==> src/rtl/byte_mux_scan_if.sv <==
// byte_mux_scan_if: channel inputs, valid/ready handshake and scan status of the byte selector
interface byte_mux_scan_if #(parameter int WIDTH = 8, parameter int N = 4);
  localparam int SELW = $clog2(N);
  logic [N*WIDTH-1:0] in_flat;
  logic [SELW-1:0] sel;
  logic mode;
  logic start;
  logic in_valid;
  logic in_ready;
  logic [WIDTH-1:0] out_data;
  logic out_valid;
  logic out_ready;
  logic [SELW-1:0] scan_idx;
  logic scan_done;
  modport master (
    output in_flat, sel, mode, start, in_valid, out_ready,
    input  in_ready, out_data, out_valid, scan_idx, scan_done
  );
  modport slave (
    input  in_flat, sel, mode, start, in_valid, out_ready,
    output in_ready, out_data, out_valid, scan_idx, scan_done
  );
endinterface

==> src/rtl/byte_mux_scan.sv <==
// byte_mux_scan: registered N:1 word selector with direct and auto-scan modes and valid/ready flow control
module byte_mux_scan #(
  parameter int WIDTH = 8,
  parameter int N = 4
) (
  input logic clk,
  input logic rst_n,
  byte_mux_scan_if.slave bus
);
  localparam int SELW = $clog2(N);
  localparam logic [SELW-1:0] LAST = SELW'(N - 1);
  localparam logic [SELW:0] LAST_X = (SELW + 1)'(N - 1);
  typedef enum logic {IDLE, SCAN} state_t;
  state_t state_q, state_d;
  logic [SELW-1:0] idx_q, idx_d, ch;
  logic [WIDTH-1:0] data_q, data_d;
  logic valid_q, valid_d, done_q, done_d, accept, last;
  logic [WIDTH-1:0] words [N];
  for (genvar g = 0; g < N; g++) begin : g_split
    assign words[g] = bus.in_flat[g*WIDTH +: WIDTH];
  end
  assign bus.in_ready = (!valid_q || bus.out_ready) && (state_q == SCAN || !bus.mode);
  assign accept = bus.in_valid && bus.in_ready;
  // out-of-range direct selects (only when N is not a power of two) clamp to the top channel
  assign ch = state_q == SCAN ? idx_q : ({1'b0, bus.sel} > LAST_X ? LAST : bus.sel);
  assign last = state_q == SCAN && idx_q == LAST;
  always_comb begin
    data_d = accept ? words[ch] : data_q;
    valid_d = accept || (valid_q && !bus.out_ready);
    done_d = accept && last;
    state_d = state_q == IDLE ? ((bus.mode && bus.start) ? SCAN : IDLE) : ((accept && last) ? IDLE : SCAN);
    idx_d = state_q == IDLE ? '0 : (accept ? (last ? '0 : idx_q + SELW'(1)) : idx_q);
  end
  always_ff @(posedge clk or negedge rst_n) begin
    if (!rst_n) begin
      state_q <= IDLE;
      idx_q <= '0;
      data_q <= '0;
      valid_q <= 1'b0;
      done_q <= 1'b0;
    end else begin
      state_q <= state_d;
      idx_q <= idx_d;
      data_q <= data_d;
      valid_q <= valid_d;
      done_q <= done_d;
    end
  end
  assign bus.out_data = data_q;
  assign bus.out_valid = valid_q;
  assign bus.scan_idx = idx_q;
  assign bus.scan_done = done_q;
endmodule

==> src/flat_wrapper.sv <==
// flat-port wrapper written by rule: the top's interface ports become plain ports
module byte_mux_scan_flat 
#(
  parameter int WIDTH = 8,
  parameter int N = 4
)
  (clk, rst_n, bus_in_flat, bus_sel, bus_mode, bus_start, bus_in_valid, bus_out_ready, bus_in_ready, bus_out_data, bus_out_valid, bus_scan_idx, bus_scan_done);
  byte_mux_scan_if #(.WIDTH(WIDTH), .N(N)) bus_i ();
  input logic clk;
  input logic rst_n;
  input wire logic [$bits(bus_i.in_flat)-1:0] bus_in_flat;
  input wire logic [$bits(bus_i.sel)-1:0] bus_sel;
  input wire logic [$bits(bus_i.mode)-1:0] bus_mode;
  input wire logic [$bits(bus_i.start)-1:0] bus_start;
  input wire logic [$bits(bus_i.in_valid)-1:0] bus_in_valid;
  input wire logic [$bits(bus_i.out_ready)-1:0] bus_out_ready;
  output wire logic [$bits(bus_i.in_ready)-1:0] bus_in_ready;
  output wire logic [$bits(bus_i.out_data)-1:0] bus_out_data;
  output wire logic [$bits(bus_i.out_valid)-1:0] bus_out_valid;
  output wire logic [$bits(bus_i.scan_idx)-1:0] bus_scan_idx;
  output wire logic [$bits(bus_i.scan_done)-1:0] bus_scan_done;
  assign bus_i.in_flat = bus_in_flat;
  assign bus_i.sel = bus_sel;
  assign bus_i.mode = bus_mode;
  assign bus_i.start = bus_start;
  assign bus_i.in_valid = bus_in_valid;
  assign bus_i.out_ready = bus_out_ready;
  assign bus_in_ready = bus_i.in_ready;
  assign bus_out_data = bus_i.out_data;
  assign bus_out_valid = bus_i.out_valid;
  assign bus_scan_idx = bus_i.scan_idx;
  assign bus_scan_done = bus_i.scan_done;
  byte_mux_scan #(.WIDTH(WIDTH), .N(N)) u_core (.clk(clk), .rst_n(rst_n), .bus(bus_i));
endmodule
==> config.mk <==
export PLATFORM = sky130hd
export DESIGN_NAME = byte_mux_scan_flat
export DESIGN_NICKNAME = d
export VERILOG_FILES = /design/src/rtl/byte_mux_scan_if.sv /design/src/rtl/byte_mux_scan.sv /design/src/flat_wrapper.sv
export SDC_FILE = /design/constraint.sdc
export NUM_CORES = 1
export LEC_CHECK = 0
export BUFFER_PORTS_ARGS = -buffer_cell sky130_fd_sc_hd__buf_2
export CAP_MARGIN = 10
export CORE_MARGIN = 8
export CORE_UTILIZATION = 31
export CTS_CLUSTER_SIZE = 28
export DETAILED_ROUTE_END_ITERATION = 6
export GPL_TIMING_DRIVEN = 0
export PLACE_DENSITY = 0.63
export SETUP_SLACK_MARGIN = 0.5
export SLEW_MARGIN = 20
export SYNTH_ARGS = -nofsm -noshare
export SYNTH_HDL_FRONTEND = slang
export SYNTH_SLANG_ARGS = --single-unit
==> constraint.sdc <==
create_clock -name clk -period 3.8 [get_ports clk]
set_clock_uncertainty 0.2 [all_clocks]
set_input_delay 0.76 -clock clk [delete_from_list [all_inputs] [get_ports clk]]
set_output_delay 0.76 -clock clk [all_outputs]
set_load 0.02 [all_outputs]
# [Word-level counts from Yosys, hierarchy flattened]
# Cells that the tools add are included.
[word_totals] register_bits=13 in_bits=40 output_inout_bits=13 elab_cells=32
[op_classes] n_addsub=1 n_lt_le_gt_ge=1 n_eq_ne=2 mux=10 n_bitwise=1 n_reduce_logical=12
[ops] cell="8-bit binary-select mux with 2-bit select" n=1
[ops] cell="8-bit 2-to-1 mux" n=2
[ops] cell="2-bit 2-to-1 mux" n=4
[ops] cell="1-bit logical AND" n=6
[ops] cell="3-bit >= comparator, second input constant" n=1
[ops] cell="1-bit zero test" n=3
[ops] cell="1-bit logical OR" n=3
[ops] cell="1-bit 2-to-1 mux" n=3
[ops] cell="2-bit NOT with 3-bit output" n=1
[ops] cell="2-bit by 1-bit adder with 2-bit output, second input constant" n=1
[ops] cell="2-bit equality test, second input constant" n=1
[ops] cell="2-bit inequality test, second input constant" n=1

# [Logic depth before layout (Yosys ltp)]
# Gate-level depths: netlist of run 1.
[depth] word_depth=7 ltp_mapped=6 ltp_nobuf=4

# [Worst setup path after synthesis of run 1]
# Ideal clock, no wire load.
[synth_path] path_kind="input -> output" from="input bus_out_ready" to="output bus_in_ready" arrival_time_ns=1.140 t_required_ns=2.840 setup_slack_ns=1.700 stages=2 path_cell_list="nand2b_1 -> and2_1"
[synth_between] elab_chain_cells=2
[synth_rtl] element="start: declaration" line_no="flat_wrapper.sv:16" text="input wire logic [$bits(bus_i.out_ready)-1:0] bus_out_ready;"
[synth_rtl] element="1-bit logical OR" line_no="byte_mux_scan.sv:22" text="assign bus.in_ready = (!valid_q || bus.out_ready) && (state_q == SCAN || !bus.mode);"
[synth_rtl] element="1-bit logical AND" line_no="byte_mux_scan.sv:22"
[synth_rtl] element="end: declaration" line_no="flat_wrapper.sv:17" text="output wire logic [$bits(bus_i.in_ready)-1:0] bus_in_ready;"
# Every way passes these cells.

# [Worst setup path in the final report of run 1]
# Same ends and word-level chain as after synthesis.

==> results.txt, run 1 <==
- The synthesized design contains 13 register bits.
- Max VDD drop: 243 uV
- Total clock buffers created by CTS: 3
- Detailed router's first-iteration violation count: 82
- The number of antenna diodes in the final layout is 0.
- The final layout contains 221 nets.
* Static leakage: 0.587 nW
* Routed length per instance: 14.7 um
- Data arrival time at the worst-slack endpoint: 1.34 ns
- The signal on the critical path passes through buf_2 > nand2b_1 > and2_1 > buf_2.
- Required time at the worst-slack endpoint: 2.84 ns
- Counting both buffers and inverters, the worst setup path holds a total of 2.
- Status: finished clean
- In this run switching power makes up 47.0% of total power.
* Count of TritonRoute iterations in the first routing pass: 4
- The critical path crosses 4 cells after its start point.
* Clk buf depth: 2
- Leading register cell type out of synthesis: dfrtp_1
* Setup Fix Bufs, Post-CTS: 0
- Final clock period utilization by the worst path: 60.6%
* Overflow left after global routing: 0
- In this run the critical register-to-register path is launched from u_core.state_q.
- Among all stages on the critical path, the largest delay is contributed by nand2b_1.
- Dividing the detail-routed via count by the number of cells gives 5.15.
* Die footprint: 0.00506 mm2
- Effective utilization at floorplan: 31.6%
- At the pin with the least slew margin, the transition time is 0.479 ns.
* Post-route cell area: 0.00127 mm2
- The tool flagged a number of max-cap violations equal to 0.
- Among the stages of the critical path, the cell type that occurs most often is buf_2.
- Power share of the combinational group: 65.4%
* Part of the total power dissipated in sequential elements: 25.6%
* Fraction of synthesized cell area taken by the top area cell type: 34.5%
- Synth Net Count: 164
- In the synthesized netlist the async set-or-reset flop fraction comes to 100%.
* H-tree depth: 1
- Sum of negative setup slack: 0 ns
* Maximum clock rate: 434 MHz
* Share of the core filled with cells: 42.6%
- The synthesized design contains 0 enable-type register cells.
- The worst register-to-register path has a depth of 5.
* Synth warn: 0
- Post-synthesis average cell area: 7.66 um2
- The smallest clock period supported by the final layout is computed as 2.30 ns.
- Global routing consumed, over all layers together, 12.5% of the routing resources.
- The mapped netlist covers 942 um2.
- Critical path endpoint category: output port
- Port Buffers: 52
- Clock tree from TritonCTS: yes
- Relative to the synthesized area, the layout overhead comes to 34.8%.
- Commonest non-fill, non-tap cell in the layout: buf_2
* Clock Sinks: 13
* Power dissipated by switching net loads: 0.431 mW
- Final hold vios: 0
- The largest single stage delay on the critical path is 0.18 ns.
- Worst hold margin: 0.164 ns
* Cells after Synth: 123
* I/O Pins: 53
* Critical path launch point type: input port
- Sequential cells were found to cover 34.5% of the synthesized design area.
- Clock transition time at the flip-flop clock pins of the worst setup and hold paths: 0.07 ns
* DP Wirelength: 2590 um
- Of the total power, the clock network draws 9.0%.
- Of all cell types, the one taking the most synthesized area is dfrtp_1.
- The floorplan has 20 rows.
* Quantity of gates resized following cts: 0
- Final Slew Violations: 0
* Antenna violations before repair: 0
- Synthesis instantiated 21 different standard cells from the library.
* Capturing point of the worst reg2reg path: u_core.bus.out_data[2]
- Number of setup violations in the final report: 0
* Cts-stage hold buffer count: 0
- The core region is 0.00298 mm2.
* Routed WL: 3120 um
* Via count of the first global-routing pass: 1125
- Post-DRT Antenna Nets: 0
- The path class of the tightest hold or removal check is in -> async.
- Headroom to the max-slew limit came out at 68.0%.
- Highest-count cells in the layout ignoring fill and taps: buf_2 (53), o21ai_0 (32), a21oi_1 (16), nor2_1 (15), dfrtp_1 (13)
* Class of the most critical setup path: in -> out
- After filler insertion, the fill cell instance count of the layout stands at 332.
* Internal power summed over all cells: 0.485 mW
- In this run the cell area measured after placement is 0.00124 mm2.
- Summing over every cut layer, the via total after detailed routing is 1092.
- The first global-routing pass estimated 5220 um of wire.
- R2R setup slack: 2.04 ns
* Proportion of layout cells with a drive suffix above 1: 34.6%
- Routability-driven placement finished with a final weighted congestion of 0.778.
* Height of the die: 71.1 um
- Maximum number of pins on one net before global-route repair: 14
* Clock latency of the later-clocked register in the worst-skew pair: 0.27 ns
* Maximum fanout count along the critical path: 4
- Sorting the synthesized cells by area gives the leading types as dfrtp_1 (35%), o21ai_0 (17%), a21oi_1 (8.5%).
- Post-detailed-route DRC marker count: 0
- Clock root buffer: clkbuf_4
- Width of the die: 71.1 um
* Critical path's top delay family: simple AND/OR/NAND/NOR gates
- In this run the power density over the cells is 721 mW/mm2.
- Setup repair after global routing left no endpoint under its margin.
==> synth_stat cells (2+ instances only) <==
cell / count
o31a_1: 8
nor2_1: 15
and3_1: 2
buf_6: 2
a21boi_0: 2
nand2b_1: 10
clkbuf_1: 3
o21ai_0: 32
nor2b_1: 2
inv_1: 3
and2_1: 2
a21oi_1: 16
dfrtp_1: 13
nor2_2: 2
nand2_1: 5
==> power by group through the flow <==
| stage | clock [mW] | sequential, mW | combinational [mW] |
|---|---|---|---|
| 3_5_place_dp | 0 | 0.238 | 0.607 |
| 4_1_cts | 0.0874 | 0.236 | 0.608 |
| 5_1_grt | 0.0931 | 0.244 | 0.671 |
| 3_3_place_gp | 0 | 0.238 | 0.590 |
| 2_1_floorplan | 0 | 0.301 | 0.357 |
| 6_report | 0.0822 | 0.235 | 0.599 |
==> layout make-up <==
class / count / area (um2) / share of cell area, %
tap: 33 / 41.3 / 3.25
buffer: 6 / 38.8 / 3.05
timing repair buffer: 52 / 260 / 20.5
multi-input combinational: 101 / 567 / 44.6
inverter: 3 / 11.3 / 0.887
sequential: 13 / 325 / 25.6
clock buffer: 4 / 26.3 / 2.07
==> kinds of logic (layout without fill, tap and decap cells) <==
family / count (synthesis) / in the layout / synth area share [%]
buffers and inverters: 9 / 65 / 5.31
flip-flops: 13 / 13 / 34.5
adder cells (fa/ha/maj): 1 / 1 / 1.33
multiplexers: 1 / 1 / 1.59
AND/OR/NAND/NOR: 40 / 40 / 21.8
AO/OA/AOI/OAI: 59 / 59 / 35.5
==> how the worst max path moves through the flow <==
stage	start	endpoint	slack [ns]
2_1_floorplan	bus_out_ready	bus_in_ready	1.70
3_3_place_gp	bus_out_ready	bus_in_ready	1.50
3_5_place_dp	bus_out_ready	bus_in_ready	1.50
4_1_cts	bus_out_ready	bus_in_ready	1.50
5_1_grt	bus_out_ready	bus_in_ready	1.46
6_report	bus_out_ready	bus_in_ready	1.50
==> flip-flops by register name, summed over array words and instances, names as in the netlist <==
signal                flops
u_core.bus.scan_idx       2
u_core.state_q            1
u_core.bus.out_data       8
u_core.bus.scan_done      1
u_core.bus.out_valid      1
==> through the flow <==
stage               std cells  worst slack (ns)  total power [mW]
floorplan                 123              1.70             0.658
global placement          208              1.50             0.827
detailed placement        208              1.50             0.845
CTS                       212              1.50             0.932
global route              212              1.46              1.01
finish                    212              1.50             0.916
==> layer usage <==
| layer | vias to the layer above | global-route usage (%) | share of wire [%] | routed length (um) |
|---|---|---|---|---|
| met5 | - | 0 | 0 | 0 |
| met4 | 0 | 4.16 | 0.38 | 12 |
| met3 | 2 | 3.53 | 7.0 | 217 |
| met2 | 36 | 20.9 | 50 | 1550 |
| met1 | 503 | 15.0 | 43 | 1330 |
| li1 | 551 | - | - | - |
No activity file was read; power rests on OpenSTA's default activity.
==> inputs of run 2 (changes only) <==
Clock period 3.8 ns to 2.34 ns, I/O delays scaled along.
==> results.txt, run 2 (same netlist as run 1, synthesis figures left out) <==
* Status: finished clean
- Maximum clock rate: 542 MHz
- The initial antenna violation count was 0.
* Global-route wire length before repair: 5550 um
- After detailed placement, the total cell area comes to 0.00124 mm2.
* Capturing point of the worst reg2reg path: u_core.bus.out_data[3]
- I/O Pins: 53
- Critical Path Sink: bus_in_ready
- Port Buffers: 52
- Critical path endpoint category: output port
- Data arrival time at the worst-slack endpoint: 1.18 ns
- Max VDD drop: 508 uV
- Setup violations remaining at the end of the flow were counted as 0.
* Number of max-capacitance violations reported: 0
- Summed over all nets, the switching power comes to 0.768 mW.
* DP Wirelength: 2590 um
* Number of inserted diodes: 0
- By instance count, the cell type seen most on the critical path is buf_6.
* Clock tree from TritonCTS: yes
- Routed WL: 3360 um
- The detailed router placed 1121 vias in this run.
- Commonest non-fill, non-tap cell in the layout: buf_2
- CP peak stage delay: 0.38 ns
* Area added between synthesis and finish: 47.3%
- Prior to clock tree synthesis, the placed netlist has a worst setup slack of 0.509 ns.
- Crit Reg-Reg Startpoint: u_core.state_q
- In the routed design, unresolved DRC markers number 0.
- In this run, the number of DRC markers left after iteration 0 of detailed routing was 65.
- Fill cells in the final layout number 325.
* Critical path launch point type: flip-flop
- Effective utilization at floorplan: 31.6%
- Highest-count cells in the layout ignoring fill and taps: buf_2 (52), o21ai_0 (32), a21oi_1 (15), dfrtp_1 (13)
* Detailed-route vias per instance: 5.14
- Clk buf depth: 2
- After global routing the overflow that remains totals 0.
- Height of the die: 71.1 um
- Area of the core: 0.00298 mm2
- Summed over all failing endpoints, the final setup total negative slack is 0 ns.
- After clock tree synthesis, the clock-pin slew on the worst setup and hold paths is 0.07 ns.
* Internal power summed over all cells: 0.896 mW
- CTS saw 13 sinks.
- The post-route netlist has 44.3% of its cells at a drive strength greater than 1.
- Total clock buffers created by CTS: 3
- The first detailed-routing pass took 4 iterations.
* Critical path launch point: u_core.state_q
- Routed length per instance: 15.4 um
- Final hold vios: 0
* H-tree depth: 1
* Setup slack after layout: 0.497 ns
- Row generation in the floorplan step produced 20 rows.
- The critical path goes through buf_6 > nand2b_4 > and2_4 > buf_6.
- For this run, the post-layout net count is 227.
- Maximum number of pins on one net before global-route repair: 14
- In this run the worst path has a maximum fanout of 3.
* Length in cells of the worst reg-to-reg path: 7
- Routability-driven placement finished with a final weighted congestion of 0.778.
- R2R setup slack: 0.51 ns
- Combinational cells account for 69.0% of the total power.
- The worst path needs 1.84 ns of the cycle, external delays included.
- The register with the most flip-flops in the layout has 8 of them.
* All-Layer GR Usage: 13.3%
* Post-route cell area: 0.00139 mm2
* Final Slew Violations: 0
* Final clock period utilization by the worst path: 78.8%
- For this design the ratio of total power to cell area is 1200 mW/mm2.
* Hold Path Class: in -> reg
- The analysis attributes to cell leakage a power of 0.640 nW.
* Part of the total power dissipated in sequential elements: 23.0%
- Die footprint: 0.00506 mm2
* Via count of the first global-routing pass: 1177
- Worst-case headroom to the max-slew limit: 73.7%
* Clock latency of the later-clocked register in the worst-skew pair: 0.27 ns
- The count of nets left with antenna violations once routing finished came out at 0.
* Width of the die: 71.1 um
- Net switching is 46.1% of the power.
- Share of total power in the clock network: 8.0%
- Master of the slowest instance on the critical path: dfrtp_1
- Worst hold margin: 0.224 ns
- Required time at the worst-slack endpoint: 1.67 ns
- Clock root buffer: clkbuf_4
* Class of the most critical setup path: reg -> out
- Slew @ Worst Pin: 0.393 ns
- Setup repair after global routing could not meet its margin everywhere.
[run 2: cell types whose count changed in the layout (fill, tap and decap cells not counted), moves of 2 or more]
cell     previous run  this run
nor2_1             15         6
nor2_2              2         9
buf_6               2         6
buf_4               0         2
nor2_4              0         2
nor2b_1             2         0
nor2b_2             0         2
[run 2: power by group through the flow]
stage	Sequential (mW)	Combinational (mW)	Clock, mW
3_5_place_dp	0.387	0.985	0
2_1_floorplan	0.489	0.579	0
5_1_grt	0.397	1.27	0.151
4_1_cts	0.384	1.10	0.142
6_report	0.382	1.15	0.133
3_3_place_gp	0.386	0.957	0
[run 2: through the flow]
step           power, mW  std cells  utilization (%)
2_1_floorplan       1.07        123                -
3_3_place_gp        1.34        208             41.8
3_5_place_dp        1.37        208             41.8
4_1_cts             1.62        218             45.2
5_1_grt             1.82        218             46.6
6_report            1.66        218             46.6
[run 2: how the worst min path moves through the flow]
| stage | start | to | slack [ns] | cells past startpoint |
|---|---|---|---|---|
| 3_5_place_dp | rst_n | u_core.bus.scan_done | 0.17 | 1 |
| 2_1_floorplan | rst_n | u_core.bus.out_data[0] | -0.03 | 0 |
| 4_1_cts | bus_start | u_core.state_q | 0.21 | 3 |
| 3_3_place_gp | rst_n | u_core.bus.out_valid | 0.17 | 1 |
| 5_1_grt | bus_start | u_core.state_q | 0.24 | 3 |
| 6_report | bus_start | u_core.state_q | 0.22 | 3 |
[run 2: layout make-up]
cell class / instances / area, um2 / area share [%]
well taps: 33 / 41.3 / 2.98
plain buffers: 6 / 40.0 / 2.89
flip-flops and latches: 13 / 325 / 23.4
clock buffers: 4 / 26.3 / 1.89
inverters: 3 / 11.3 / 0.812
multi-input cells: 101 / 618 / 44.5
repair buffers: 58 / 325 / 23.4
[run 2: routing by layer]
metal | GRT usage (%) | routed length, um | vias to the layer above
li1 | - | - | 561
met3 | 3.53 | 252 | 4
met2 | 23.3 | 1690 | 41
met4 | 3.70 | 22 | 0
met5 | 0 | 0 | -
met1 | 15.5 | 1400 | 515
[run 2: repair_timing]
action | in CTS | in global routing
setup buffers | 4 | 0
pin swaps | 2 | 1
endpoints found under the hold margin | 13 | 0
gates cloned | 1 | 0
setup endpoints to repair | 1 | 9
hold buffers | 1 | 0
gates resized for setup | 9 | 15
[run 2: critical path, delay by kind of cell, from the launching register on]
kind | cells | cell delay [ns]
buffers and inverters | 2 | 0.24
and+or+nand+nor | 2 | 0.29
DFF | 1 | 0.38
==> inputs of run 3 (changes only) <==
Settings changed: ABC_AREA from default to 1, PLACE_DENSITY 0.63 to 0.61.
Clock period 2.34 ns to 1.9 ns, I/O delays scaled along.
==> results.txt, run 3 <==
- 53 I/O pins were placed.
- Post-layout minimum cycle time: 1.65 ns
- Effective utilization at floorplan: 31.7%
- Sw Share: 46.2%
- Number of cells on the worst hold path: 3
- The largest total area in the synthesized netlist belongs to dfrtp_1.
- Max VDD drop: 369 uV
- The first detailed-routing pass took 4 iterations.
* Hold Path Origin: bus_start
- The worst register-to-register path begins at u_core.state_q.
- By count the netlist is led by nand2_1 (47), nand3_1 (42), inv_1 (40).
- R2R setup slack: 0.33 ns
- Summed instance area of the synthesized netlist: 0.00104 mm2
- For the worst setup path, the data arrival time is 1.07 ns.
- Leading register cell type out of synthesis: dfrtp_1
- Sum of negative setup slack: 0 ns
* Worst hold margin: 0.154 ns
- Synth area leaders: dfrtp_1 (31%), nand3_1 (20%), nand2_1 (17%)
- The die covers 0.00547 mm2.
- The average instance in the mapped netlist occupies 6.39 um2.
- The analysis attributes to cell leakage a power of 1.04 nW.
- Clock tree from TritonCTS: yes
* Total number of placement rows: 21
- The final max-slew violation count is 0.
* Detailed-route vias per instance: 4.29
* Internal power summed over all cells: 1.33 mW
- The clock drives 13 sinks.
- Port Buffers: 52
- Across the run, the number of max-cap violations was 0.
* Commonest non-fill, non-tap cell in the layout: nand2_1
- The most numerous cell type found on the critical path is buf_6.
* Ys async rst share: 100%
* Antenna violations before repair: 0
- Synthesis produced 163 cells.
* Detailed router's first-iteration violation count: 34
- Clk buf depth: 2
- For this run, the total global-route usage over all layers was measured as 11.6%.
- For this run, the register share of the synthesized area comes to 31.3%.
* Total clock buffers created by CTS: 3
- Of the post-synthesis cell area, the dominant cell type holds 31.3%.
- Routed WL: 3220 um
- Summed over all layers, the global routing overflow is 0.
- On the critical path, the stage with the largest delay is an instance of dfrtp_1.
- Power dissipated by switching net loads: 1.14 mW
* Setup repair after global routing missed its margin: true
- At the end of routability-driven placement, the weighted congestion stood at 0.814.
* Critical path endpoint category: output port
* Hold Path Class: in -> reg
- In this run the power density over the cells is 1460 mW/mm2.
- Final clock period utilization by the worst path: 86.6%
- Number of inserted diodes: 0
- For this run, the number of Yosys warnings is 0.
* CP peak stage delay: 0.38 ns
- Part of the total power dissipated in sequential elements: 20.2%
- Share of the core filled with cells: 51.5%
- Power share of the combinational group: 72.9%
- Capturing point of the worst reg2reg path: u_core.bus.out_data[6]
- Clock latency of the later-clocked register in the worst-skew pair: 0.27 ns
- Endpoint, Worst Hold: u_core.state_q
- The core region is 0.00328 mm2.
* Library cells used by synthesis: 18
* Maximum fanout count along the critical path: 2
- After synthesis the netlist holds a flip-flop and latch count of 13.
* Cells along the critical path: buf_6 > inv_8 > nand2_4 > nand2_2 > inv_2 > buf_6
- Routed length per instance: 11.5 um
- The library cells used most frequently in the layout, excluding fill and tap cells, are nand2_1 (43), buf_2 (39), inv_1 (38), nand3_1 (36), buf_6 (17).
- The worst register-to-register path has a depth of 10.
* Maximum number of pins on one net before global-route repair: 14
- At the pin with the least slew margin, the transition time is 0.297 ns.
- Total Nets Final: 277
- Worst-case headroom to the max-slew limit: 80.2%
- In the post-synthesis netlist, the cell with the most instances is nand2_1.
- Clock transition time at the flip-flop clock pins of the worst setup and hold paths: 0.08 ns
- Share of total power in the clock network: 6.9%
* Clock root buffer: clkbuf_4
- For this run, the top clock speed supported by timing is 608 MHz.
- DP Wirelength: 2330 um
- Status: finished clean
* Setup slack after layout: 0.254 ns
- Synth Net Count: 204
- In the routed design, unresolved DRC markers number 0.
- At the placement stage, the worst setup path has a slack of 0.416 ns.
- Relative to the synthesized area, the layout overhead comes to 62.6%.
- Height of the die: 74.0 um
- The register with the most flip-flops in the layout has 8 of them.
- The count of nets left with antenna violations once routing finished came out at 0.
* Critical path launch point type: flip-flop
- The synthesized design contains 0 enable-type register cells.
* Class of the most critical setup path: reg -> out
* Width of the die: 74.0 um
- Proportion of layout cells with a drive suffix above 1: 42.1%
- Setup violations remaining at the end of the flow were counted as 0.
- Global-route wire length before repair: 4910 um
* Vias: 1205
- Final hold vios: 0
* Required time at the worst-slack endpoint: 1.32 ns
- The number of global-route vias before repair was 1116.
* H-tree depth: 1
==> run 3: cell types whose count changed after synthesis, moves of 3 or more <==
cell / delta
clkbuf_1: -3
nand2b_1: -10
a21oi_1: -15
nand2_2: +3
inv_1: +37
nand2_1: +42
o31a_1: -8
o21ai_0: -29
nand3_1: +42
nor2_1: -14
==> run 3: how the worst max path moves through the flow <==
stage | end | slack (ns) | start
floorplan | u_core.bus.out_data[3] | 0.51 | u_core.bus.scan_idx[0]
global placement | u_core.bus.out_data[0] | 0.42 | bus_sel[0]
detailed placement | u_core.bus.out_data[0] | 0.42 | bus_sel[0]
CTS | bus_in_ready | 0.24 | u_core.state_q
global route | bus_in_ready | 0.21 | u_core.state_q
finish | bus_in_ready | 0.25 | u_core.state_q
==> run 3: layer usage <==
layer	GRT usage [%]	up-vias	wire, um
li1	-	641	-
met1	15.0	526	1520
met2	17.6	33	1490
met3	2.29	5	158
met4	5.99	0	57
met5	0	-	0
==> run 3: kinds of logic (layout without fill, tap and decap cells) <==
| family | count (synthesis) | count (layout) | synth area share [%] |
|---|---|---|---|
| AOI/OAI and AO/OA | 5 | 5 | 2.76 |
| adders and majority gates | 1 | 1 | 1.20 |
| buffers and inverters | 46 | 118 | 20.0 |
| and+or+nand+nor | 98 | 98 | 44.8 |
| DFF | 13 | 13 | 31.2 |
==> run 3: per-stage QoR <==
stage / cells / area (um2) / power (mW)
floorplan: 163 / 1040 / 1.38
global placement: 261 / 1360 / 1.71
detailed placement: 261 / 1360 / 1.72
CTS: 275 / 1550 / 2.19
global route: 281 / 1690 / 2.67
finish: 281 / 1690 / 2.47
==> run 3: final cells by class <==
class	count	area (um2)
fill	330	1590
inverter	42	168
multi-input combinational	104	586
buffer	4	48.8
sequential	13	327
clock buffer	4	26.3
timing repair buffer	68	480
tap	46	57.6
==> run 3: worst max-delay path, delay by kind of cell (launching register included) <==
kind	cells	cell delay, ns
flops	1	0.38
buf+inv	4	0.33
simple gates	2	0.09
==> run 3: repair_timing <==
item	in CTS	in global routing
hold buffers	1	0
setup buffers	9	6
gates resized for setup	26	25
pin swaps	1	1
endpoints found under the hold margin	13	0
endpoints found under the setup margin	20	25
==> run 3: power by group through the flow <==
stage	clock [mW]	sequential, mW	combinational, mW
after floorplan	0	0.605	0.772
after global placement	0	0.472	1.24
after detailed placement	0	0.471	1.25
after CTS	0.176	0.480	1.54
after global routing	0.189	0.517	1.97
final	0.170	0.498	1.80
